`src/rtl/out_bcd.sv`:
```
// Output-register stage feeding the 7-segment driver: latches a bus word and
// converts it serially (double dabble) into packed BCD digits plus a sign flag.
module out_bcd #(
  parameter int WIDTH  = 16,
  parameter int DIGITS = 5
) (
  input  logic                  CLK,
  input  logic                  RST,
  input  logic                  LD,
  input  logic [WIDTH-1:0]      BUS,
  input  logic                  SIGNED,
  output logic [WIDTH-1:0]      VALUE,
  output logic [4*DIGITS-1:0]   BCD,
  output logic                  NEG,
  output logic                  BUSY,
  output logic                  VALID
);

  localparam int BW  = 4 * DIGITS;
  localparam int SRW = BW + WIDTH;
  localparam int CW  = $clog2(WIDTH + 1);

  typedef enum logic {IDLE, CONVERT} state_e;

  state_e           state_q, state_d;
  logic [WIDTH-1:0] value_q, value_d;
  logic [BW-1:0]    bcd_q, bcd_d;
  logic             neg_q, neg_d;
  logic             valid_q, valid_d;
  logic [SRW-1:0]   sr_q, sr_d;
  logic [CW-1:0]    cnt_q, cnt_d;
  logic             sign_q, sign_d;
  logic             pend_q, pend_d;
  logic [WIDTH-1:0] pend_bus_q, pend_bus_d;
  logic             pend_sgn_q, pend_sgn_d;

  logic [SRW-1:0]   adj;
  logic [SRW-1:0]   shifted;
  logic             start;
  logic [WIDTH-1:0] st_bus;
  logic             st_sgn;
  logic             st_neg;
  logic [WIDTH-1:0] st_mag;

  // NOTE: every signal written in an always_comb gets a default first, so no
  // path through the branches can leave it unassigned and infer a latch.
  always_comb begin
    adj = sr_q;
    for (int i = 0; i < DIGITS; i++) begin
      if (adj[WIDTH+4*i +: 4] >= 4'd5) adj[WIDTH+4*i +: 4] = adj[WIDTH+4*i +: 4] + 4'd3;
    end
    shifted = adj << 1;
  end

  always_comb begin
    state_d    = state_q;
    value_d    = value_q;
    bcd_d      = bcd_q;
    neg_d      = neg_q;
    valid_d    = 1'b0;
    sr_d       = sr_q;
    cnt_d      = cnt_q;
    sign_d     = sign_q;
    pend_d     = pend_q;
    pend_bus_d = pend_bus_q;
    pend_sgn_d = pend_sgn_q;
    start      = 1'b0;
    st_bus     = BUS;
    st_sgn     = SIGNED;

    if (LD) value_d = BUS;

    case (state_q)
      IDLE: begin
        // Fresh LD data beats a pending load; either way the slot is consumed.
        if (LD) begin
          start  = 1'b1;
          pend_d = 1'b0;
        end else if (pend_q) begin
          start  = 1'b1;
          st_bus = pend_bus_q;
          st_sgn = pend_sgn_q;
          pend_d = 1'b0;
        end
      end
      CONVERT: begin
        if (LD) begin
          pend_d     = 1'b1;
          pend_bus_d = BUS;
          pend_sgn_d = SIGNED;
        end
        sr_d  = shifted;
        cnt_d = cnt_q - CW'(1);
        if (cnt_q == CW'(1)) begin
          bcd_d   = shifted[SRW-1 -: BW];
          neg_d   = sign_q;
          valid_d = 1'b1;
          state_d = IDLE;
        end
      end
      default: state_d = IDLE;
    endcase

    st_neg = st_sgn & st_bus[WIDTH-1];
    st_mag = st_neg ? (~st_bus) + WIDTH'(1) : st_bus;
    if (start) begin
      sr_d    = {{BW{1'b0}}, st_mag};
      cnt_d   = CW'(WIDTH);
      sign_d  = st_neg;
      state_d = CONVERT;
    end
  end

  // NOTE: sequential state uses non-blocking assignments only, so every flop
  // samples the pre-edge values regardless of statement order.
  // NOTE: the shift register and pending slot are reset too; an aborted
  // conversion must leave nothing behind that a later edge could pick up.
  always_ff @(posedge CLK or posedge RST) begin
    if (RST) begin
      state_q    <= IDLE;
      value_q    <= '0;
      bcd_q      <= '0;
      neg_q      <= 1'b0;
      valid_q    <= 1'b0;
      sr_q       <= '0;
      cnt_q      <= '0;
      sign_q     <= 1'b0;
      pend_q     <= 1'b0;
      pend_bus_q <= '0;
      pend_sgn_q <= 1'b0;
    end else begin
      state_q    <= state_d;
      value_q    <= value_d;
      bcd_q      <= bcd_d;
      neg_q      <= neg_d;
      valid_q    <= valid_d;
      sr_q       <= sr_d;
      cnt_q      <= cnt_d;
      sign_q     <= sign_d;
      pend_q     <= pend_d;
      pend_bus_q <= pend_bus_d;
      pend_sgn_q <= pend_sgn_d;
    end
  end

  assign VALUE = value_q;
  assign BCD   = bcd_q;
  assign NEG   = neg_q;
  assign BUSY  = (state_q == CONVERT);
  assign VALID = valid_q;

endmodule
```
`config.mk`:
```
export PLATFORM = sky130hd
export DESIGN_NAME = out_bcd
export DESIGN_NICKNAME = d
export VERILOG_FILES = /design/src/rtl/out_bcd.sv
export SDC_FILE = /design/constraint.sdc
export NUM_CORES = 1
export LEC_CHECK = 0
export CAP_MARGIN = 10
export CORE_ASPECT_RATIO = 2
export CORE_UTILIZATION = 60
export DETAILED_ROUTE_END_ITERATION = 16
export PLACE_DENSITY = 0.85
export SYNTH_ARGS = -nofsm -noshare
export SYNTH_HDL_FRONTEND = slang
export SYNTH_SLANG_ARGS = --single-unit
```
`constraint.sdc`:
```
create_clock -name CLK -period 6.45 [get_ports CLK]
set_input_delay 0.645 -clock CLK [delete_from_list [all_inputs] [get_ports CLK]]
set_output_delay 0.645 -clock CLK [all_outputs]
set_load 0.01 [all_outputs]
```
-- Yosys cells after proc, flatten, opt, wreduce, memory -nomap -nowiden
Index checks and enable logic that the tools add are counted.
- memory bits (read-only): 0
- input bits: 20
- memories: 0
- bits in writable memories: 0
- output and inout bits: 39
- register bits after elaboration: 99
- word-level logic and storage cells: 57
- bits in latches: 0
- shift-type cells: 0
- add/subtract/negate cells: 7
- bitwise logic cells: 3
- $mul: 0
- eq/ne operators: 2
- reduce and logical (&&, ||, !) cells: 3
- magnitude comparators: 5
- divide/modulo/power cells: 0
- muxes and demuxes: 26
- operator list (cell ; number):
    $mux 36 ; 2
    $mux 16 ; 4
    $ge 4x3->1 const B ; 5
    $add 16x1->16 const B ; 1
    $add 4x2->4 const B ; 4
    $mux 4 ; 4
    $not 16->16 ; 1
    $mux 1 ; 12
    $mux 5 ; 2
    $eq 5x1->1 const B ; 1
    $sub 5x1->5 const B ; 1
    $reduce_and 2->1 ; 2
    $add 3x2->3 const B ; 1
    $mux 3 ; 1
    $ne 2x2->1 const B ; 1
    $pmux 1 s2 ; 1
    $reduce_bool 2->1 ; 1
    $and 1x1->1 ; 1
    $not 1->1 ; 1

-- Longest topological paths before layout
- depth after elaboration: 7
- mapped depth: 10
- mapped depth without buffers: 7

-- Least setup slack after synthesis
Ideal clock, no wire load.
- path type: in2reg
- from: input LD
- to: register sr_q[12]
- buffers on the path: 2
- path slack: 3.845 ns
- required time: 6.307 ns
- library setup time: 0.143 ns
- stages on the path: 9
- arrival time: 2.462 ns
- path through: nor3b_2 buf_2 buf_2 mux2i_1 ha_1 nor3b_1 o21ai_0 nand2_1 o211ai_1
- longest elaborated chain between the ends: 6
- elaborated cells on any way between the ends: 12
- classes of those cells: add/sub: 1; mux: 8; bitwise: 2; reduce/logical: 1
- RTL lines (item ; line ; source):
    start, declared ; 9 ; input logic LD,
    $mux 16 ; 76 ; if (LD) begin
    $mux 16 ; 73 ; case (state_q)
    $not 16->16 ; 105 ; st_mag = st_neg ? (~st_bus) + WIDTH'(1) : st_bus;
    $add 16x1->16 ; 105 ;
    $mux 16 ; 105 ;
    $mux 36 ; 106 ; if (start) begin
    end signal, assigned ; 137 ; sr_q <= sr_d;
    end, declared ; 30 ; logic [SRW-1:0] sr_q, sr_d;
Several ways; a longest one is shown, not always the timed one.
A chain may end at the register's enable or synchronous reset.

-- Worst setup path after layout
- from: input LD
- to: register sr_q[3]
Same word-level chain as after synthesis.

==> parameters.txt <==
Parameter                              Value

Synth
  Number of cells produced by synthesis ... 460
  Number of unique standard cell types used by synthesis ... 41
  Cell types occupying the most area after synthesis ... sky130_fd_sc_hd__dfrtp_1, sky130_fd_sc_hd__mux2_2, sky130_fd_sc_hd__nand2_1, sky130_fd_sc_hd__mux2i_1, sky130_fd_sc_hd__o21ai_0
  Share of flip-flops with an asynchronous set or reset after synthesis ... 1.00
  Mapped Area ... 4870 um2
  Average size of a mapped cell ... 10.6 um2
  Leading register cell type out of synthesis ... sky130_fd_sc_hd__dfrtp_1
  Synth warnings ... 0
  Register bit total from synthesis ... 99
  Number of synthesized flops with an enable pin ... 0
  Top-area cell type share of the netlist area ... 0.509
  Synthesized netlist net count ... 493
  Sequential share of the synthesized area ... 0.509
  Library cell with the largest summed area after synthesis ... sky130_fd_sc_hd__dfrtp_1

STA
  Count of pins over their slew limit ... 0
  Portion of the clock cycle consumed by the worst path in the final layout ... 0.489
  TNS Setup ... 0 ps
  Hold Vio Cnt, Final ... 0
  Setup skew after layout ... 5.15 ps
  Relative slew slack ... 0.358
  Achievable clock frequency ... 0.317 GHz
  Unrepaired setup endpoints after global routing ... false
  Finish-stage setup viols ... 0
  Worst Max-Slew Pin Slew ... 960 ps
  Minimum clock period ... 3150 ps

Die
  Core Area ... 7890 um2
  Std cell rows ... 46
  Effective utilization at floorplan ... 0.617
  Vertical extent of the die ... 129 um
  Width of the chip ... 65.7 um
  Total I/O pin count ... 59
  Die area ... 8500 um2

Routing
  Total number of vias ... 3772
  Antenna violation net count after detailed routing ... 0
  Routed wire length per instance ... 17.3 um
  Post-detailed-route via-to-cell ratio ... 6.13
  Final routed wirelength across all metal layers ... 10600 um
  Drt first-iter violations ... 294
  Number of search-and-repair iterations in the first detailed-routing pass ... 4
  # DRC ... 0

Setup path
  Max Fanout on Critical Path ... 24
  Reg-to-reg endpoint ... sr_q[3]
  Req. time, crit path ... 6660 ps
  Last element of the critical path ... sr_q[3]
  Critical Path Source ... LD
  Reg-to-Reg Start ... BUSY
  Element type at the critical path start ... input port
  Worst reg2reg path depth ... 7
  CP Data Arrival Time ... 3360 ps
  Crit. End Element ... register
  Setup slack of the most critical reg-to-reg path ... 3640 ps
  Startpoint-to-endpoint class of the critical path ... input port to register

Clocking
  Clock latency of the later-clocked register in the worst-skew pair ... 350 ps
  Number of setup buffers added after CTS ... 0
  Number of gates resized after CTS ... 0
  CTS tree ... built
  Total clock buffers created by CTS ... 9
  Number of sinks driven by the clock tree ... 99
  Root buffer selected by CTS ... sky130_fd_sc_hd__clkbuf_16
  Level count of the clock H-tree ... 3
  Number of buffers on the longest clock path ... 2
  Clock slew at the register clock pins of the worst setup and hold paths ... 60 ps
  # hold bufs at CTS ... 0

Power
  Highest ir drop seen on vdd ... 0.000364 V
  Power density normalized to cell area ... 433 nW/um2
  Leakage power summed over all cells ... 0.00253 uW

Global routing
  Pin count of the biggest net entering global routing ... 70
  Global route total overflow ... 0
  Number of global-route vias before repair ... 3915
  Global-route total usage across every layer ... 0.285
  Antenna violations before repair ... 0
  Global-route wire length before repair ... 18300 um

Place
  Placer Congestion ... 0.902
  DP Area ... 5530 um2
  HPWL after detailed placement ... 7390 um
  Port-buffer cells ... 58

Finish
  Total Nets Final ... 548
  Util after Layout ... 0.740
  Layout area overhead ... 20.0%
  Share of layout cells above drive strength 1 ... 0.129
  Post-route design area ... 5840 um2
  Antenna Cells ... 0

Worst hold path
  Type of the tightest min-delay check ... register to register
  Worst Hold Path Cells ... 2

Flow run
  Max Cap Violations ... 0

Status
  Outcome ... completed
-- final cells by class --
class	instances	area (um2)
clock buffer	11	253
tap	96	120
multi-input combinational	327	2260
clock inverter	4	50.0
sequential	99	2480
fill	559	2050
timing repair buffer	63	618
inverter	15	58.8
-- critical path, stage by stage --
cell	delay (ps)
sky130_fd_sc_hd__clkdlybuf4s50_1	450
sky130_fd_sc_hd__buf_4	300
sky130_fd_sc_hd__or3b_1	690
sky130_fd_sc_hd__mux2i_2	500
sky130_fd_sc_hd__o31ai_1	190
sky130_fd_sc_hd__xnor2_1	160
sky130_fd_sc_hd__a222oi_1	300
sky130_fd_sc_hd__o31ai_1	110
-- worst min-delay path by stage --
stage / startpoint / endpoint
global route: BCD[6] / BCD[6]
floorplan: sign_q / NEG
CTS: BCD[4] / BCD[4]
finish: BCD[4] / BCD[4]
global placement: sign_q / NEG
detailed placement: BCD[4] / BCD[4]
-- logic make-up after synthesis --
logic type                 share of synthesized area
and+or+nand+nor                                0.133
muxes                                          0.139
adders and majority gates                     0.0334
AOI/OAI and AO/OA                              0.124
xor gates and xnor gates                      0.0324
DFF                                            0.509
buffers and inverters                         0.0288
-- layout by cell type (no fill, tap or decap), drive strengths merged, types with 4 or more instances in the layout --
cell | Yosys | routed
inv | 14 | 14
or3 | 4 | 4
mux2i | 20 | 20
buf | 7 | 5
nand3b | 4 | 4
nand3 | 7 | 7
nor2 | 23 | 23
a21oi | 27 | 27
nand2b | 6 | 6
mux2 | 42 | 42
a22oi | 4 | 4
clkbuf | 12 | 11
nor3 | 11 | 11
o31ai | 5 | 5
a22o | 8 | 8
o22ai | 10 | 10
dfrtp | 99 | 99
nor3b | 8 | 8
o21ai | 35 | 35
nand2 | 61 | 61
nor4 | 5 | 5
xor2 | 6 | 6
clkdlybuf4s50 | 0 | 58
xnor2 | 12 | 12
ha | 13 | 13
a222oi | 4 | 4
-- per-stage QoR --
stage	hold WS [ps]	instances	worst slack (ps)	power, uW
floorplan	439	460	3210	1630
global placement	452	600	3040	1910
detailed placement	461	600	2940	1980
CTS	478	615	3300	2540
global route	516	615	3120	2700
finish	473	615	3300	2530
-- report_power, final --
part / leakage (uW) / switching [uW] / internal [uW]
logic: 0.00117 / 479 / 483
clock network: 0.000144 / 227 / 319
registers: 0.00121 / 175 / 844
-- state kept, by name (all words and copies together), names as in the netlist --
register and flops:
sr_q 36, BCD 20, VALUE 16, pend_bus_q 16, cnt_q 5, BUSY 1, NEG 1, VALID 1
pend_q 1, pend_sgn_q 1, sign_q 1
-- synth_stat cells (2+ instances only) --
library cell / number
sky130_fd_sc_hd__buf_2: 4
sky130_fd_sc_hd__o22ai_1: 10
sky130_fd_sc_hd__nand3b_1: 4
sky130_fd_sc_hd__clkbuf_1: 12
sky130_fd_sc_hd__mux2_2: 42
sky130_fd_sc_hd__xnor2_1: 12
sky130_fd_sc_hd__o21ai_0: 34
sky130_fd_sc_hd__a221oi_1: 2
sky130_fd_sc_hd__or3_1: 4
sky130_fd_sc_hd__a21oi_1: 27
sky130_fd_sc_hd__o31ai_1: 5
sky130_fd_sc_hd__ha_1: 13
sky130_fd_sc_hd__dfrtp_1: 99
sky130_fd_sc_hd__nand2_1: 61
sky130_fd_sc_hd__or4_1: 2
sky130_fd_sc_hd__nor2_1: 23
sky130_fd_sc_hd__nand2b_1: 6
sky130_fd_sc_hd__buf_1: 2
sky130_fd_sc_hd__a22o_1: 8
sky130_fd_sc_hd__nor4_1: 5
sky130_fd_sc_hd__nor3b_1: 7
sky130_fd_sc_hd__mux2i_1: 19
sky130_fd_sc_hd__nor3_1: 11
sky130_fd_sc_hd__a222oi_1: 4
sky130_fd_sc_hd__nand3_1: 7
sky130_fd_sc_hd__inv_1: 14
sky130_fd_sc_hd__a22oi_1: 4
sky130_fd_sc_hd__xor2_1: 6
-- routing by layer --
layer | wire (um) | global-route usage
met3 | 348 | 0.0563
met4 | 280 | 0.137
met5 | 0 | 0
met2 | 6090 | 0.519
met1 | 3910 | 0.304
Power figures use the tool's default switching activity.
